$ cat src/rtl/serial_adder_seq.sv
// Bit-serial ripple adder: operands are shifted out LSB first, one sum bit per
// clock, and the completed sum/carry are published with a one-cycle done pulse.
module serial_adder_seq #(
    parameter int WIDTH = 8
) (
    input  logic             clk,
    input  logic             rst,
    input  logic             start,
    input  logic             abort,
    input  logic [WIDTH-1:0] a,
    input  logic [WIDTH-1:0] b,
    output logic             ready,
    output logic             busy,
    output logic             done,
    output logic [WIDTH-1:0] sum,
    output logic             cout
);

    // Counter must reach WIDTH itself, hence WIDTH+1 distinct values.
    localparam int CW = $clog2(WIDTH + 1);

    typedef enum logic [1:0] {
        IDLE = 2'd0,
        RUN  = 2'd1,
        DONE = 2'd2
    } state_t;

    state_t           state_q, state_d;
    logic [WIDTH-1:0] a_sh_q, a_sh_d;
    logic [WIDTH-1:0] b_sh_q, b_sh_d;
    logic [WIDTH-1:0] res_q, res_d;
    logic [WIDTH-1:0] sum_q, sum_d;
    logic [CW-1:0]    cnt_q, cnt_d;
    logic             carry_q, carry_d;
    logic             cout_q, cout_d;

    logic             bit_s;
    logic             carry_nx;
    logic [WIDTH-1:0] res_nx;

    assign bit_s    = a_sh_q[0] ^ b_sh_q[0] ^ carry_q;
    assign carry_nx = (a_sh_q[0] & b_sh_q[0]) | (a_sh_q[0] & carry_q) | (b_sh_q[0] & carry_q);
    assign res_nx   = {bit_s, res_q[WIDTH-1:1]};

    always_comb begin
        state_d = state_q;
        a_sh_d  = a_sh_q;
        b_sh_d  = b_sh_q;
        res_d   = res_q;
        sum_d   = sum_q;
        cnt_d   = cnt_q;
        carry_d = carry_q;
        cout_d  = cout_q;

        case (state_q)
            IDLE: begin
                if (start) begin
                    a_sh_d  = a;
                    b_sh_d  = b;
                    res_d   = '0;
                    cnt_d   = '0;
                    carry_d = 1'b0;
                    state_d = RUN;
                end
            end
            RUN: begin
                if (abort) begin
                    state_d = IDLE;
                end else begin
                    res_d   = res_nx;
                    carry_d = carry_nx;
                    a_sh_d  = a_sh_q >> 1;
                    b_sh_d  = b_sh_q >> 1;
                    cnt_d   = cnt_q + CW'(1);
                    // Last bit: publish the result including the bit formed this edge.
                    if (cnt_q == CW'(WIDTH - 1)) begin
                        sum_d   = res_nx;
                        cout_d  = carry_nx;
                        state_d = DONE;
                    end
                end
            end
            DONE: begin
                state_d = IDLE;
            end
            default: begin
                state_d = IDLE;
            end
        endcase
    end

    always_ff @(posedge clk or posedge rst) begin
        if (rst) begin
            state_q <= IDLE;
            a_sh_q  <= '0;
            b_sh_q  <= '0;
            res_q   <= '0;
            sum_q   <= '0;
            cnt_q   <= '0;
            carry_q <= 1'b0;
            cout_q  <= 1'b0;
        end else begin
            state_q <= state_d;
            a_sh_q  <= a_sh_d;
            b_sh_q  <= b_sh_d;
            res_q   <= res_d;
            sum_q   <= sum_d;
            cnt_q   <= cnt_d;
            carry_q <= carry_d;
            cout_q  <= cout_d;
        end
    end

    assign ready = (state_q == IDLE);
    assign busy  = (state_q == RUN);
    assign done  = (state_q == DONE);
    assign sum   = sum_q;
    assign cout  = cout_q;

endmodule

$ cat config.mk
export PLATFORM = sky130hd
export DESIGN_NAME = serial_adder_seq
export DESIGN_NICKNAME = d
export VERILOG_FILES = /design/src/rtl/serial_adder_seq.sv
export SDC_FILE = /design/constraint.sdc
export NUM_CORES = 1
export LEC_CHECK = 0
export CORE_MARGIN = 2
export CORE_UTILIZATION = 51
export DETAILED_ROUTE_END_ITERATION = 8
export PLACE_DENSITY = 0.79
export SYNTH_ARGS = -nofsm -noshare
export SYNTH_HDL_FRONTEND = slang
export SYNTH_SLANG_ARGS = --single-unit
$ cat constraint.sdc
create_clock -name clk -period 2 [get_ports clk]
set_input_delay 0.2 -clock clk [delete_from_list [all_inputs] [get_ports clk]]
set_output_delay 0.2 -clock clk [all_outputs]
set_load 0.03 [all_outputs]
==> impl_metrics.tcl <==
set metrics [dict create \
    numCtsBuffers 5 \
    antenna_found_initial 0 \
    min_path_type "primary input to async pin" \
    hpwl_microns 2288 \
    grt_pass1_wl_microns 5223 \
    grt-ovfl-total 0 \
    max-cap-violations 0 \
    crit_start "state_q[0]" \
    setup_viol 0 \
    dp_worst_setup_slack_ns 0.08775 \
    drt_pass1_iterations 4 \
    slew_viol_final 0 \
    die_w_microns 61.27 \
    clk_latency_ns 0.34 \
    peakVddDrop_mv 0.5897 \
    fin_setup_tns_ns 0 \
    die-area_sq_um 3754 \
    critical_path.startpoint_type "flip-flop" \
    route.vias.total 1184 \
    timing.final.ws_setup_ns 0.1588 \
    hold-worst-slack_ns 0.2575 \
    grt_max_degree 40 \
    yosysSeqAreaShare_pct 58.34 \
    power_mw 1.843 \
    p_per_area_nw_per_um2 870.8 \
    skew_ns 0.006988 \
    ctsHoldBuffers 0 \
    cts.sinks 39 \
    clockRootBuffer "clkbuf_4" \
    core.rowCount 20 \
    drt_iter0_markers 32 \
    placed_cell_area_sq_um 2067 \
    synth_fa_ha_area_share_pct 1.945 \
    place_inst 209 \
    end_kind "output pin" \
    cp_max_fo 7 \
    io_pins 32 \
    ctsResizeCount 0 \
    finalCritPeriodShare_pct 92.06 \
    synth_top_family_by_area "multiplexers" \
    worst_slew_pin_slew_ns 0.6320 \
    crit_arrival_ns 1.64 \
    finalHoldViolCount 0 \
    drt-total-wl_microns 3219 \
    antenna_cells 0 \
    port_buffers 31 \
    gp_congestion 0.7129 \
    drive_gt1_share_pct 16.18 \
    stdcell_area_sq_um 2117 \
    synth_area_sq_um 1673 \
    syn_nets 157 \
    ys_warn_count 0 \
    synth-simple-area-share_pct 10.32 \
    nets 194 \
    clk_pin_slew_ns 0.11 \
    crit_required_ns 1.80 \
    yosysUniqueCellTypes 24 \
    synth-xor-area-share_pct 0 \
    areaGrowthSynthToFinish_pct 26.55 \
    viasPerCell 5.456 \
    htree_levels 2 \
    muxShareOfSynthArea_pct 15.71 \
    status "complete, no violations" \
    utilization_pct 68.78 \
    clockBufferDepth 2 \
    cts_setup_buffers 0 \
    stdcell_count 217 \
    antenna_left 0 \
    grt_use_total_pct 19.84 \
    timing.fmax_mhz 543.1 \
    cts_tree "done" \
    period_minus_slack_ns 1.841 \
    grt_pass1_vias 1122 \
    relSlewSlack_pct 57.71 \
    synth_top_area_share_pct 58.34 \
    synth-compound-area-share_pct 10.62 \
    ys_ff_latch 39 \
    syn_area_per_cell_sq_um 12.39 \
    avgRoutedWirePerCell_microns 14.83 \
    synth_top_area_cell "dfrtp_1" \
    fillers 247 \
    p_leak_nw 0.9792 \
    crit_type "flip-flop to output pin" \
    synthCells 135 \
    start_util_pct 54.35 \
    rsz0062_at_grt "no" \
    r2r_setup_slack_ns 0.30 \
    worstReg2RegStart "state_q[1]" \
    route.detailed.drc 0 \
    placeableCoreArea_sq_um 3078 \
    synth_area_leaders "dfrtp_1 (58%), mux2i_1 (9.0%), mux2_2 (6.7%), a22o_1 (5.2%), o21ai_0 (5.1%)" \
    fp.dieH_microns 61.27 \
]
[path summary, 6_finish.rpt]
path,end,depth (start not counted)
max,done,2
min,sum[5],3
max reg2reg,sum[5],4
min reg2reg,a_sh_q[7],1
max in group asynchronous,a_sh_q[6],3
min in group clk,a_sh_q[7],2
[worst max-delay path, cell delays in order, from the launching register on]
cell	delay [ns]
dfrtp_1	0.44
and2b_1	0.21
clkdlybuf4s50_1	0.66
[registers in the layout, indices dropped and copies added, names as in the netlist]
name     flops
cnt_q        4
state_q      2
res_q        7
b_sh_q       8
cout         1
a_sh_q       8
carry_q      1
sum          8
[final cells by class]
type | instances | area, sq um | share of cell area (%)
inverter | 2 | 7.507 | 0.3546
multi-input combinational | 85 | 648.1 | 30.61
tap | 44 | 55.05 | 2.600
clock inverter | 1 | 5.005 | 0.2364
clock buffer | 7 | 45.04 | 2.128
timing repair buffer | 39 | 380.4 | 17.97
sequential | 39 | 975.9 | 46.10
[cells in the final DEF (no fill, tap or decap), drive strengths merged]
cell type	netlist	routed
mux2i	15	15
buf	4	9
nand3	15	15
clkdlybuf4s50	0	30
nor3b	2	2
o21ai	17	17
nor2b	1	1
nor3	1	1
mux2	10	10
clkbuf	5	7
nand4	1	1
a21oi	1	1
or3	1	1
nand2	4	4
clkinv	0	1
dfrtp	39	39
and2b	1	1
ha	1	1
inv	2	2
or3b	2	2
nor2	2	2
fa	1	1
a22o	10	10
[per-layer routing]
layer	vias up	routed length, microns	track usage [%]
met2	32	1598	29.94
met3	7	136	5.672
met4	0	50	7.453
met1	586	1434	27.48
li1	559	-	-
met5	-	0	0
[Yosys cell counts]
master	count
a21oi_1	1
a22o_1	10
and2b_1	1
buf_1	1
buf_2	2
buf_6	1
clkbuf_1	5
dfrtp_1	39
fa_1	1
ha_1	1
inv_1	2
mux2_2	10
mux2i_1	15
nand2_1	4
nand3_1	15
nand4_1	1
nor2_1	2
nor2b_1	1
nor3_4	1
nor3b_1	2
o21ai_0	17
or3_1	1
or3b_1	1
or3b_2	1
[cells by family after synthesis]
group,after synthesis
AOI/OAI and AO/OA,28
adders and majority gates,2
buffers and inverters,11
DFF,39
muxes,25
and+or+nand+nor,30
[report_power, final]
part           internal, mW  switching, mW  leakage, nW  total (mW)
Clock                 0.137          0.240       0.0293       0.378
Combinational         0.211          0.222        0.435       0.433
Sequential            0.935         0.0976        0.515        1.03
(Power assumes the default switching activity.)
